<file path="config.mk">
export PLATFORM = sky130hd
export DESIGN_NAME = mem_arbiter_flat
export DESIGN_NICKNAME = d
export VERILOG_FILES = /design/src/rtl/risc_spm_pkg.sv /design/src/rtl/mem_arbiter_if.sv /design/src/rtl/rr_arb2.sv /design/src/rtl/mem_arbiter.sv /design/src/flat_wrapper.sv
export SDC_FILE = /design/constraint.sdc
export NUM_CORES = 1
export LEC_CHECK = 0
export CAP_MARGIN = 40
export CORE_MARGIN = 1.5
export CORE_UTILIZATION = 50
export DETAILED_ROUTE_END_ITERATION = 7
export DONT_BUFFER_PORTS = 1
export PLACE_DENSITY = 0.73
export SYNTH_ARGS = -nofsm -noshare
export SYNTH_HDL_FRONTEND = slang
export SYNTH_SLANG_ARGS = --single-unit
</file>
<file path="constraint.sdc">
create_clock -name clk -period 2.9 [get_ports clk]
set_input_delay 0.58 -clock clk [delete_from_list [all_inputs] [get_ports clk]]
set_output_delay 0.58 -clock clk [all_outputs]
set_load 0.03 [all_outputs]
</file>
<file path="src/rtl/risc_spm_pkg.sv">
// Shared definitions for the RISC SPM memory subsystem: bus width defaults,
// the memory arbiter state encoding and requester port indices.
package risc_spm_pkg;

  localparam int ADDR_W_DEF = 8;
  localparam int DATA_W_DEF = 8;

  // Arbiter FSM: ACC is the cycle the memory samples the access, RSP is the
  // cycle read data comes back and the next winner is chosen.
  typedef enum logic [1:0] {
    ST_IDLE = 2'd0,
    ST_ACC  = 2'd1,
    ST_RSP  = 2'd2
  } arb_state_e;

  localparam logic PORT_CPU = 1'b0;
  localparam logic PORT_LDR = 1'b1;

endpackage

</file>
<file path="src/rtl/mem_arbiter_if.sv">
// Requester and memory-side signals of the two-port memory arbiter.
// slave: the arbiter itself. master: the requesters plus the memory.
interface mem_arbiter_if
  import risc_spm_pkg::*;
#(
  parameter int ADDR_W = ADDR_W_DEF,
  parameter int DATA_W = DATA_W_DEF
);
  logic              req0, req1;
  logic              we0, we1;
  logic [ADDR_W-1:0] addr0, addr1;
  logic [DATA_W-1:0] wdata0, wdata1;
  logic              gnt0, gnt1;
  logic              rvalid0, rvalid1;
  logic [DATA_W-1:0] rdata0, rdata1;
  logic              busy;
  logic              mem_en;
  logic              mem_we;
  logic [ADDR_W-1:0] mem_addr;
  logic [DATA_W-1:0] mem_wdata;
  logic [DATA_W-1:0] mem_rdata;

  modport slave (
    input  req0, req1, we0, we1, addr0, addr1, wdata0, wdata1,
    output gnt0, gnt1, rvalid0, rvalid1, rdata0, rdata1, busy,
    output mem_en, mem_we, mem_addr, mem_wdata,
    input  mem_rdata
  );

  modport master (
    output req0, req1, we0, we1, addr0, addr1, wdata0, wdata1,
    input  gnt0, gnt1, rvalid0, rvalid1, rdata0, rdata1, busy,
    input  mem_en, mem_we, mem_addr, mem_wdata,
    output mem_rdata
  );
endinterface

</file>
<file path="src/rtl/rr_arb2.sv">
// Combinational two-way picker. A lone request wins outright; on a tie the
// port that did not win last time wins when rr_en is set, else port 0 wins.
module rr_arb2
  import risc_spm_pkg::*;
(
  input  logic [1:0] req,
  input  logic       last,
  input  logic       rr_en,
  output logic       win,
  output logic       win_vld
);

  // winner selection
  always_comb begin
    win_vld = |req;
    win     = PORT_CPU;
    case (req)
      2'b01:   win = PORT_CPU;
      2'b10:   win = PORT_LDR;
      2'b11:   win = rr_en ? ~last : PORT_CPU;
      default: win = PORT_CPU;
    endcase
  end

endmodule

</file>
<file path="src/rtl/mem_arbiter.sv">
// Two-port arbiter in front of the single-port 256x8 SPM memory. Port 0 is
// the CPU, port 1 the loader/debug master. One access every two cycles:
// ACC (memory samples registered outputs) then RSP (read data returned and
// the next winner loaded straight into the memory registers).
module mem_arbiter
  import risc_spm_pkg::*;
#(
  parameter int ADDR_W = ADDR_W_DEF,
  parameter int DATA_W = DATA_W_DEF,
  parameter int RR     = 1
)(
  input  logic          clk,
  input  logic          rst,
  mem_arbiter_if.slave  bus
);

  arb_state_e state_q, state_d;

  logic              cur;      // port owning the access in flight
  logic              last;     // most recent winner, for round-robin ties
  logic              cur_we;   // in-flight access is a write (no rvalid)
  logic              load;     // capture the winner into the memory regs

  logic              mem_en_q, mem_we_q;
  logic [ADDR_W-1:0] mem_addr_q;
  logic [DATA_W-1:0] mem_wdata_q;

  logic [1:0]              req_v;
  logic [1:0]              we_v;
  logic [1:0][ADDR_W-1:0]  addr_v;
  logic [1:0][DATA_W-1:0]  wdata_v;
  logic [1:0]              gnt_v, rvalid_v;

  logic win, win_vld;

  assign req_v   = {bus.req1,   bus.req0};
  assign we_v    = {bus.we1,    bus.we0};
  assign addr_v  = {bus.addr1,  bus.addr0};
  assign wdata_v = {bus.wdata1, bus.wdata0};

  rr_arb2 u_arb (
    .req     (req_v),
    .last    (last),
    .rr_en   (RR != 0),
    .win     (win),
    .win_vld (win_vld)
  );

  // next state; IDLE and RSP arbitrate identically
  always_comb begin
    state_d = state_q;
    load    = 1'b0;
    case (state_q)
      ST_IDLE: begin
        if (win_vld) begin
          load    = 1'b1;
          state_d = ST_ACC;
        end
      end
      ST_ACC:  state_d = ST_RSP;
      ST_RSP: begin
        if (win_vld) begin
          load    = 1'b1;
          state_d = ST_ACC;
        end else begin
          state_d = ST_IDLE;
        end
      end
      default: state_d = ST_IDLE;
    endcase
  end

  // state register
  always_ff @(posedge clk) begin
    if (rst) state_q <= ST_IDLE;
    else     state_q <= state_d;
  end

  // winner bookkeeping and registered memory interface; addr/wdata hold
  // their value between accesses, only the strobes drop
  always_ff @(posedge clk) begin
    if (rst) begin
      cur         <= PORT_CPU;
      last        <= PORT_LDR;
      cur_we      <= 1'b0;
      mem_en_q    <= 1'b0;
      mem_we_q    <= 1'b0;
      mem_addr_q  <= '0;
      mem_wdata_q <= '0;
    end else if (load) begin
      cur         <= win;
      last        <= win;
      cur_we      <= we_v[win];
      mem_en_q    <= 1'b1;
      mem_we_q    <= we_v[win];
      mem_addr_q  <= addr_v[win];
      mem_wdata_q <= wdata_v[win];
    end else begin
      mem_en_q    <= 1'b0;
      mem_we_q    <= 1'b0;
    end
  end

  // response demux: gnt in ACC, rvalid in RSP for reads only
  for (genvar p = 0; p < 2; p++) begin : g_rsp
    assign gnt_v[p]    = (state_q == ST_ACC) && (cur == p[0]);
    assign rvalid_v[p] = (state_q == ST_RSP) && (cur == p[0]) && !cur_we;
  end

  assign bus.gnt0      = gnt_v[0];
  assign bus.gnt1      = gnt_v[1];
  assign bus.rvalid0   = rvalid_v[0];
  assign bus.rvalid1   = rvalid_v[1];
  assign bus.rdata0    = bus.mem_rdata;
  assign bus.rdata1    = bus.mem_rdata;
  assign bus.busy      = (state_q != ST_IDLE);
  assign bus.mem_en    = mem_en_q;
  assign bus.mem_we    = mem_we_q;
  assign bus.mem_addr  = mem_addr_q;
  assign bus.mem_wdata = mem_wdata_q;

endmodule

</file>
<file path="src/flat_wrapper.sv">
// flat-port wrapper written by rule: the top's interface ports become plain ports
module mem_arbiter_flat import risc_spm_pkg::*;
#(
  parameter int ADDR_W = ADDR_W_DEF,
  parameter int DATA_W = DATA_W_DEF,
  parameter int RR     = 1
)
  (clk, rst, bus_req0, bus_req1, bus_we0, bus_we1, bus_addr0, bus_addr1, bus_wdata0, bus_wdata1, bus_gnt0, bus_gnt1, bus_rvalid0, bus_rvalid1, bus_rdata0, bus_rdata1, bus_busy, bus_mem_en, bus_mem_we, bus_mem_addr, bus_mem_wdata, bus_mem_rdata);
  mem_arbiter_if #(.ADDR_W(ADDR_W), .DATA_W(DATA_W)) bus_i ();
  input  logic clk;
  input  logic rst;
  input wire logic [$bits(bus_i.req0)-1:0] bus_req0;
  input wire logic [$bits(bus_i.req1)-1:0] bus_req1;
  input wire logic [$bits(bus_i.we0)-1:0] bus_we0;
  input wire logic [$bits(bus_i.we1)-1:0] bus_we1;
  input wire logic [$bits(bus_i.addr0)-1:0] bus_addr0;
  input wire logic [$bits(bus_i.addr1)-1:0] bus_addr1;
  input wire logic [$bits(bus_i.wdata0)-1:0] bus_wdata0;
  input wire logic [$bits(bus_i.wdata1)-1:0] bus_wdata1;
  output wire logic [$bits(bus_i.gnt0)-1:0] bus_gnt0;
  output wire logic [$bits(bus_i.gnt1)-1:0] bus_gnt1;
  output wire logic [$bits(bus_i.rvalid0)-1:0] bus_rvalid0;
  output wire logic [$bits(bus_i.rvalid1)-1:0] bus_rvalid1;
  output wire logic [$bits(bus_i.rdata0)-1:0] bus_rdata0;
  output wire logic [$bits(bus_i.rdata1)-1:0] bus_rdata1;
  output wire logic [$bits(bus_i.busy)-1:0] bus_busy;
  output wire logic [$bits(bus_i.mem_en)-1:0] bus_mem_en;
  output wire logic [$bits(bus_i.mem_we)-1:0] bus_mem_we;
  output wire logic [$bits(bus_i.mem_addr)-1:0] bus_mem_addr;
  output wire logic [$bits(bus_i.mem_wdata)-1:0] bus_mem_wdata;
  input wire logic [$bits(bus_i.mem_rdata)-1:0] bus_mem_rdata;
  assign bus_i.req0 = bus_req0;
  assign bus_i.req1 = bus_req1;
  assign bus_i.we0 = bus_we0;
  assign bus_i.we1 = bus_we1;
  assign bus_i.addr0 = bus_addr0;
  assign bus_i.addr1 = bus_addr1;
  assign bus_i.wdata0 = bus_wdata0;
  assign bus_i.wdata1 = bus_wdata1;
  assign bus_gnt0 = bus_i.gnt0;
  assign bus_gnt1 = bus_i.gnt1;
  assign bus_rvalid0 = bus_i.rvalid0;
  assign bus_rvalid1 = bus_i.rvalid1;
  assign bus_rdata0 = bus_i.rdata0;
  assign bus_rdata1 = bus_i.rdata1;
  assign bus_busy = bus_i.busy;
  assign bus_mem_en = bus_i.mem_en;
  assign bus_mem_we = bus_i.mem_we;
  assign bus_mem_addr = bus_i.mem_addr;
  assign bus_mem_wdata = bus_i.mem_wdata;
  assign bus_i.mem_rdata = bus_mem_rdata;
  mem_arbiter #(.ADDR_W(ADDR_W), .DATA_W(DATA_W), .RR(RR)) u_core (.clk(clk), .rst(rst), .bus(bus_i));
endmodule
</file>
==> results.yml, run 1 <==
run_status:
  status: "completed"
critical_path:
  critical_path_peak_fanout: 9
  cp.required_ps: 2320
  setup.worst_path.class: "reg -> out"
  r2r_slack_ps: 1390
  ordered_list_of_cells_on_the_worst_path: "or2b_1 -> nor2_1"
  worst_ep_arrival_time_ps: 1510
  crit_path_top_delay_cell: "sky130_fd_sc_hd__dfxtp_1"
  crit_path_max_incr_delay_ps: 480
  cp-end-kind: "primary output"
  crit_path_start_kind: "register"
sta:
  final_max_slew_viols: 0
  hold_viol: 0
  worst_slew_margin_rel: 0.593
  timing.fmax_mhz: 478
  max_slew.worst_pin.slew_ps: 611
  final.period_utilization: 0.722
  setup_total_negative_slack_ps: 0
  fin_skew_ps: 9.95
  grt_setup_unrepaired: "no"
  fin_hold_ws_ps: 306
  fin_crit_ps: 2090
  setup_violations: 0
power:
  total_power_mw: 0.689
  highest_ir_drop_seen_on_vdd_uv: 461
  cell_area_power_density_nw_per_um2: 624
  power.static_leakage_nw: 0.429
synthesis:
  synthDominantCellAreaShare: 0.377
  synth_seq_area_share: 0.377
  synthesis.nets: 182
  synth_area_um2: 1220
  syn_inst: 136
  synth-seq-cells: 23
  postSynthAreaPerCell_um2: 8.98
  synthDistinctLibCells: 28
  synth-warning-count: 0
  synth.largest_area_cell: "sky130_fd_sc_hd__dfxtp_1"
  synth_area_leaders: "sky130_fd_sc_hd__dfxtp_1 (38%), sky130_fd_sc_hd__buf_4 (10%), sky130_fd_sc_hd__a211oi_2 (10%), sky130_fd_sc_hd__a21oi_1 (6.1%), sky130_fd_sc_hd__nand2_1 (5.2%)"
die:
  floorplan.die.height_um: 52.4
  floorplan.rows: 17
  die_area_um2: 2750
  core_um2: 2250
  design.portCount: 85
  start_util: 0.542
  die_x_um: 52.4
clock_tree:
  clock_latency_ps: 310
  cts.htree.levels: 1
  clock_tree.root_cell: "sky130_fd_sc_hd__clkbuf_4"
  post_cts_hold_buffer_count: 0
  tritoncts_clock_tree: "yes"
  post_cts_clock_slew_at_the_launch_and_capture_registers_of_the_worst_setup_and_hold_paths_ps: 140
  post-cts-setup-buffer-count: 0
  tritoncts.num_buffers: 3
  cts.sinks: 23
  cts-root-to-sink-buffers: 2
  cts-resized-gates: 0
route:
  first_pass_iters: 5
  postRouteAntennaNets: 0
  detail_route.iter0.violations: 9
  drt-met1-wl_mm: 1.03
  postRouteWirelength_mm: 2.59
  routed_via_density: 5.91
  route.detailed.wl_per_inst_um: 17.7
  dr_wl_met2_mm: 1.29
  via_count: 863
  drc_violation_count_after_routing: 0
  met3_length_um: 246
  top_layer_used: "met4"
place:
  gp_congestion: 0.751
  port-buffer-count: 0
  place.detailed.hpwl_mm: 1.78
finish:
  post_route_cells_drive_above_1_share: 0.246
  nets: 165
  layout_common_cells: "sky130_fd_sc_hd__dfxtp_1 (23), sky130_fd_sc_hd__nand2_1 (17), sky130_fd_sc_hd__nor2_1 (16), sky130_fd_sc_hd__a21oi_1 (15), sky130_fd_sc_hd__a211oi_2 (10)"
  area_growth_syn_to_layout_pct: -9.63
  most_common_library_cell_in_the_layout_ignoring_fill_and_taps: "sky130_fd_sc_hd__dfxtp_1"
  num_antenna_cells: 0
job:
  drv_cap: 0
grt:
  grt.total_usage: 0.199
  global_route_wire_length_before_repair_mm: 4.00
  gr-total-overflow: 0
  grt_max_degree: 24
  grt_antenna_before_repair: 0
  first_global_vias: 920
min_path:
  min_path_type: "in -> reg"
-- logic make-up (layout without fill, tap and decap cells) --
| group | Yosys count | count (layout) | share of synthesized area |
|---|---|---|---|
| AO/OA/AOI/OAI | 39 | 39 | 0.264 |
| buffers and inverters | 26 | 8 | 0.171 |
| flip-flops | 23 | 23 | 0.377 |
| multiplexers | 1 | 1 | 0.00820 |
| AND/OR/NAND/NOR | 47 | 47 | 0.179 |
-- synth_stat cells --
master,number
sky130_fd_sc_hd__a21oi_2,1
sky130_fd_sc_hd__a211oi_1,7
sky130_fd_sc_hd__buf_2,1
sky130_fd_sc_hd__o21ba_2,1
sky130_fd_sc_hd__inv_1,1
sky130_fd_sc_hd__a21bo_1,1
sky130_fd_sc_hd__or2b_1,1
sky130_fd_sc_hd__and2b_2,1
sky130_fd_sc_hd__a21oi_1,15
sky130_fd_sc_hd__a21boi_4,1
sky130_fd_sc_hd__nor2_1,16
sky130_fd_sc_hd__buf_12,1
sky130_fd_sc_hd__clkbuf_1,1
sky130_fd_sc_hd__nand2_1,17
sky130_fd_sc_hd__o22ai_1,1
sky130_fd_sc_hd__nor2_2,7
sky130_fd_sc_hd__nor4b_1,2
sky130_fd_sc_hd__nor3_1,1
sky130_fd_sc_hd__nand2b_1,1
sky130_fd_sc_hd__mux2i_1,1
sky130_fd_sc_hd__o21bai_1,1
sky130_fd_sc_hd__buf_1,1
sky130_fd_sc_hd__a2bb2oi_1,1
sky130_fd_sc_hd__a211oi_2,10
sky130_fd_sc_hd__buf_4,17
sky130_fd_sc_hd__or2_2,1
sky130_fd_sc_hd__dfxtp_1,23
sky130_fd_sc_hd__buf_6,4
-- registers in the layout, indices dropped and copies added, names as in the netlist --
register,cells
u_core.state_q,2
u_core.bus.mem_we,1
u_core.bus.mem_en,1
u_core.bus.mem_wdata,8
u_core.cur,1
u_core.cur_we,1
u_core.bus.mem_addr,8
u_core.last,1
-- path summary, 6_finish.rpt --
path | end | cells past startpoint | startpoint
setup reg to reg | u_core.cur_we | 3 | u_core.last
hold / removal | u_core.cur_we | 1 | rst
hold reg to reg | u_core.cur_we | 2 | u_core.cur_we
setup / recovery | bus_gnt1 | 2 | u_core.state_q[0]
-- critical path: cells and delay by family, from the launching register on --
kind / cells / cell delay [ps]
DFF: 1 / 480
and+or+nand+nor: 2 / 720
-- report_power, final --
part	switching (mW)	total [mW]	internal (mW)
Sequential	0.0716	0.418	0.346
Clock	0.0994	0.152	0.0526
Combinational	0.0721	0.120	0.0476
-- through the flow --
| stage | instance area (um^2) | utilization | instances | setup WS (ps) |
|---|---|---|---|---|
| after floorplan | 1220 | - | 136 | 844 |
| after global placement | 1070 | 0.476 | 142 | 1210 |
| after detailed placement | 1070 | 0.476 | 142 | 1170 |
| after CTS | 1100 | 0.489 | 146 | 793 |
| after global routing | 1100 | 0.489 | 146 | 702 |
| final | 1100 | 0.489 | 146 | 806 |
-- final cells by class --
class / count / area [um^2]
well taps: 28 / 35.0
inverters: 1 / 3.75
repair buffers: 3 / 22.5
fillers: 223 / 1150
clock inverters: 1 / 7.51
multi-input cells: 87 / 552
flip-flops and latches: 23 / 460
clock buffers: 3 / 22.5
-- metal layers --
| layer | vias to the layer above | global-route usage |
|---|---|---|
| met1 | 397 | 0.188 |
| li1 | 411 | - |
| met4 | 0 | 0.0513 |
| met5 | - | 0 |
| met3 | 7 | 0.0714 |
| met2 | 48 | 0.394 |
No activity file was read; power rests on OpenSTA's default activity.
==> inputs of run 2 (changes only) <==
- PLACE_DENSITY: 0.73 -> 0.76
- clock period: 2.9 -> 1.92 ns (I/O delays scaled with it)
==> results.yml, run 2 (synthesis gave the netlist of run 1 again) <==
clock_tree:
  cts.htree.levels: 1
  cts-root-to-sink-buffers: 2
  tritoncts.num_buffers: 3
  cts-resized-gates: 0
  post_cts_hold_buffer_count: 0
  post-cts-setup-buffer-count: 0
  cts.sinks: 23
  post_cts_clock_slew_at_the_launch_and_capture_registers_of_the_worst_setup_and_hold_paths_ps: 130
  clock_latency_ps: 310
  tritoncts_clock_tree: "yes"
  clock_tree.root_cell: "sky130_fd_sc_hd__clkbuf_4"
critical_path:
  cp.required_ps: 1540
  number_of_buffers_and_inverters_on_the_critical_path: 1
  r2r_cells: 3
  critical_path_peak_fanout: 9
  ordered_list_of_cells_on_the_worst_path: "or2b_1 -> nor2_1 -> buf_4"
  r2r_slack_ps: 530
  critPathLaunch: "u_core.state_q[0]"
  crit_path_max_incr_delay_ps: 490
  endpoint: "bus_gnt0"
  setup.worst_path.class: "reg -> out"
  worst_path_dominant_cell_family: "flip-flops"
  crit_path_start_kind: "register"
  worst_ep_arrival_time_ps: 1360
  critical_path_depth: 3
  cp-end-kind: "primary output"
  crit_path_top_delay_cell: "sky130_fd_sc_hd__dfxtp_1"
  terminus_of_the_critical_flop_to_flop_path: "u_core.bus.mem_wdata[1]"
  reg2reg_from: "u_core.state_q[0]"
grt:
  grt.total_usage: 0.186
  global_route_wire_length_before_repair_mm: 3.79
  grt_max_degree: 24
  first_global_vias: 854
  grt_antenna_before_repair: 0
  grt-busiest-layer: "met2"
  use_met1: 0.202
  gr-usage-met3: 0.0429
  gr-total-overflow: 0
  grt_util_met2: 0.354
route:
  drc_violation_count_after_routing: 0
  route.detailed.wl_per_inst_um: 17.5
  first_pass_iters: 4
  detail_route.iter0.violations: 28
  via_count: 880
  postRouteWirelength_mm: 2.61
  postRouteAntennaNets: 0
  routed_via_density: 5.91
die:
  core_um2: 2250
  die_area_um2: 2750
  die_x_um: 52.4
  design.portCount: 85
  floorplan.rows: 17
  start_util: 0.542
  floorplan.die.height_um: 52.4
sta:
  fin_crit_ps: 1740
  setup_total_negative_slack_ps: 0
  timing.fmax_mhz: 574
  hold_viol: 0
  final_max_slew_viols: 0
  max_slew.worst_pin.slew_ps: 511
  fin_skew_ps: 5.52
  grt_setup_unrepaired: "no"
  final.period_utilization: 0.908
  worst_slew_margin_rel: 0.659
  setup_violations: 0
finish:
  layout.core_utilization: 0.498
  stdcell_area_um2: 1120
  nets: 168
  total_area_of_multi_input_combinational_cells_um2: 552
  post_layout_instance_count_excluding_filler_cells: 149
  layout_common_cells: "sky130_fd_sc_hd__dfxtp_1 (23), sky130_fd_sc_hd__nand2_1 (17), sky130_fd_sc_hd__nor2_1 (16), sky130_fd_sc_hd__a21oi_1 (15), sky130_fd_sc_hd__a211oi_2 (10)"
  area_growth_syn_to_layout_pct: -8.09
  most_common_library_cell_in_the_layout_ignoring_fill_and_taps: "sky130_fd_sc_hd__dfxtp_1"
  post_route_cells_drive_above_1_share: 0.256
  area.sequential_um2: 460
  num_antenna_cells: 0
  filler_cell_count_in_the_final_layout: 215
min_path:
  hold-path-cell-count: 1
  min_path_type: "in -> reg"
place:
  gp_congestion: 0.764
  port-buffer-count: 0
  placed_instances: 145
  placed_area_um2: 1100
  place.detailed.hpwl_mm: 1.83
run_status:
  status: "completed"
power:
  cell_area_power_density_nw_per_um2: 930
  highest_ir_drop_seen_on_vdd_uv: 533
  power.static_leakage_nw: 0.445
  total_power_mw: 1.04
job:
  drv_cap: 0
run 2: changes by cell type in the layout (fill, tap and decap cells not counted), sizes merged:
cell      before  now
buf            3    6
clkbuf         3    4
clkinvlp       1    0
run 2: worst min path at each step:
stage / start / endpoint / slack [ps]
after global routing: rst / u_core.bus.mem_wdata[7] / 100
after detailed placement: rst / u_core.cur_we / 450
final: rst / u_core.bus.mem_wdata[7] / 130
after floorplan: rst / u_core.bus.mem_wdata[1] / 460
after global placement: rst / u_core.bus.mem_addr[2] / 450
after CTS: rst / u_core.bus.mem_addr[4] / 110
run 2: area by class of cell:
| type | count | area share |
|---|---|---|
| Clock buffer | 4 | 0.0234 |
| Inverter | 1 | 0.00334 |
| Multi-Input combinational cell | 87 | 0.492 |
| Sequential cell | 23 | 0.410 |
| Tap cell | 28 | 0.0312 |
| Timing Repair Buffer | 6 | 0.0401 |
run 2: through the flow:
step | setup WS [ps] | hold WS, ps
after floorplan | 59.9 | 457
after global placement | 602 | 452
after detailed placement | 545 | 454
after CTS | 181 | 109
after global routing | 101 | 104
final | 177 | 128
run 2: layer usage:
layer / share of wire / up-vias
met5: 0 / -
met4: 0 / 0
met3: 0.11 / 0
met2: 0.49 / 53
met1: 0.40 / 410
li1: - / 417
run 2: power breakdown:
part | switching (mW) | internal, mW | total, mW
registers | 0.109 | 0.522 | 0.631
logic | 0.109 | 0.0765 | 0.186
clock network | 0.146 | 0.0810 | 0.227
==> inputs of run 3 (changes only) <==
- clock period: 1.92 -> 1.47 ns (I/O delays scaled with it)
==> results.yml, run 3 (synthesis gave the netlist of run 1 again) <==
sta:
  timing.fmax_mhz: 657
  final.period_utilization: 1.04
  final_max_slew_viols: 0
  hold_viol: 0
  fin_skew_ps: 1.29
  max_slew.worst_pin.slew_ps: 468
  setup_total_negative_slack_ps: -132
  setup_violations: 5
  fin_crit_ps: 1520
  worst_slew_margin_rel: 0.687
  grt_setup_unrepaired: "yes"
  fin_ws_ps: -52.3
clock_tree:
  post_cts_clock_slew_at_the_launch_and_capture_registers_of_the_worst_setup_and_hold_paths_ps: 120
  tritoncts.num_buffers: 3
  cts.htree.levels: 1
  clock_tree.root_cell: "sky130_fd_sc_hd__clkbuf_4"
  post_cts_hold_buffer_count: 0
  clock_latency_ps: 300
  cts.sinks: 23
  cts-root-to-sink-buffers: 2
  tritoncts_clock_tree: "yes"
critical_path:
  r2r_cells: 6
  critical_path_peak_fanout: 3
  cp-end-kind: "primary output"
  setup.worst_path.class: "reg -> out"
  worst_ep_arrival_time_ps: 1230
  crit_path_start_kind: "register"
  cp.required_ps: 1180
  r2r_slack_ps: 60
  terminus_of_the_critical_flop_to_flop_path: "u_core.bus.mem_addr[2]"
  reg2reg_from: "u_core.state_q[0]"
die:
  floorplan.rows: 17
  design.portCount: 85
  die_area_um2: 2750
  die_x_um: 52.4
  floorplan.die.height_um: 52.4
  core_um2: 2250
  start_util: 0.542
route:
  postRouteAntennaNets: 0
  postRouteWirelength_mm: 2.50
  route.detailed.wl_per_inst_um: 16.2
  first_pass_iters: 3
  drc_violation_count_after_routing: 0
  via_count: 907
  routed_via_density: 5.89
  detail_route.iter0.violations: 9
place:
  port-buffer-count: 0
  gp_congestion: 0.671
  place.detailed.hpwl_mm: 1.74
  placed_area_um2: 1140
  placed_instances: 147
finish:
  num_antenna_cells: 0
  area_growth_syn_to_layout_pct: -1.13
  post_route_cells_drive_above_1_share: 0.333
  most_common_library_cell_in_the_layout_ignoring_fill_and_taps: "sky130_fd_sc_hd__dfxtp_1"
  post_layout_instance_count_excluding_filler_cells: 154
  nets: 173
  layout_common_cells: "sky130_fd_sc_hd__dfxtp_1 (21), sky130_fd_sc_hd__nand2_1 (17), sky130_fd_sc_hd__nor2_1 (15), sky130_fd_sc_hd__a21oi_1 (15), sky130_fd_sc_hd__a211oi_2 (10)"
  stdcell_area_um2: 1210
min_path:
  min_path_type: "in -> reg"
  min-delay-start: "rst"
  min_to: "u_core.cur"
  hold-path-cell-count: 1
job:
  drv_cap: 0
grt:
  gr-total-overflow: 0
  grt_max_degree: 24
  grt_antenna_before_repair: 0
  grt.total_usage: 0.174
  first_global_vias: 834
  global_route_wire_length_before_repair_mm: 3.56
power:
  highest_ir_drop_seen_on_vdd_uv: 703
  cell_area_power_density_nw_per_um2: 1150
  total_power_mw: 1.39
  power.static_leakage_nw: 0.481
run_status:
  status: "finished, violations left"
  violations: "setup timing"
-- run 3: cell types whose count changed in the layout (fill, tap and decap cells not counted), moves of 2 or more --
cell,before,now
sky130_fd_sc_hd__dfxtp_1,23,21
sky130_fd_sc_hd__dfxtp_4,0,2
sky130_fd_sc_hd__buf_4,6,9
sky130_fd_sc_hd__nor4b_2,0,2
sky130_fd_sc_hd__nor4b_1,2,0
-- run 3: power breakdown --
group	switching, mW	leakage [nW]	total (mW)	internal (mW)
Sequential	0.140	0.192	0.821	0.682
Combinational	0.151	0.274	0.278	0.127
Clock	0.184	0.0150	0.289	0.106
-- run 3: per-stage QoR --
stage | setup slack (ps) | hold slack [ps] | utilization
floorplan | 74.0 | 367 | -
global placement | 214 | 361 | 0.504
detailed placement | 152 | 363 | 0.504
CTS | -71.1 | 24.5 | 0.522
global route | -109 | 10.4 | 0.536
finish | -52.3 | 35.7 | 0.536
-- run 3: what timing repair did --
action	4_1_cts	5_1_grt
resized for setup	5	4
setup endpoints to repair	4	4
cloned	0	0
setup buffers	1	2
-- run 3: worst max-delay path, cell delays in order, from the launching register on --
cell and delay, ps:
sky130_fd_sc_hd__dfxtp_4 370, sky130_fd_sc_hd__buf_4 130, sky130_fd_sc_hd__nor4b_2 230, sky130_fd_sc_hd__buf_4 200
-- run 3: worst max path at each step --
stage          slack, ps               from          end
2_1_floorplan         70  u_core.state_q[0]     bus_gnt0
3_3_place_gp         210  u_core.state_q[0]     bus_gnt0
3_5_place_dp         150  u_core.state_q[0]     bus_gnt0
4_1_cts              -70  u_core.state_q[0]     bus_gnt0
5_1_grt             -110  u_core.state_q[0]     bus_gnt0
6_report             -50  u_core.state_q[0]  bus_rvalid0
-- run 3: layer usage --
layer  routed length [um]  share of wire  global-route usage  vias to the layer above
met4                   11         0.0044              0.0556                        0
met1                 1050           0.42               0.188                      430
met5                    0              0                   0                        -
met2                 1230           0.49               0.329                       47
li1                     -              -                   -                      428
met3                  210          0.084              0.0400                        2
-- run 3: final cells by class --
cell class	count	area [um^2]
clock buffers	4	26.3
fillers	215	1050
inverters	1	3.75
multi-input cells	87	576
flip-flops and latches	23	468
well taps	28	35.0
repair buffers	11	98.8
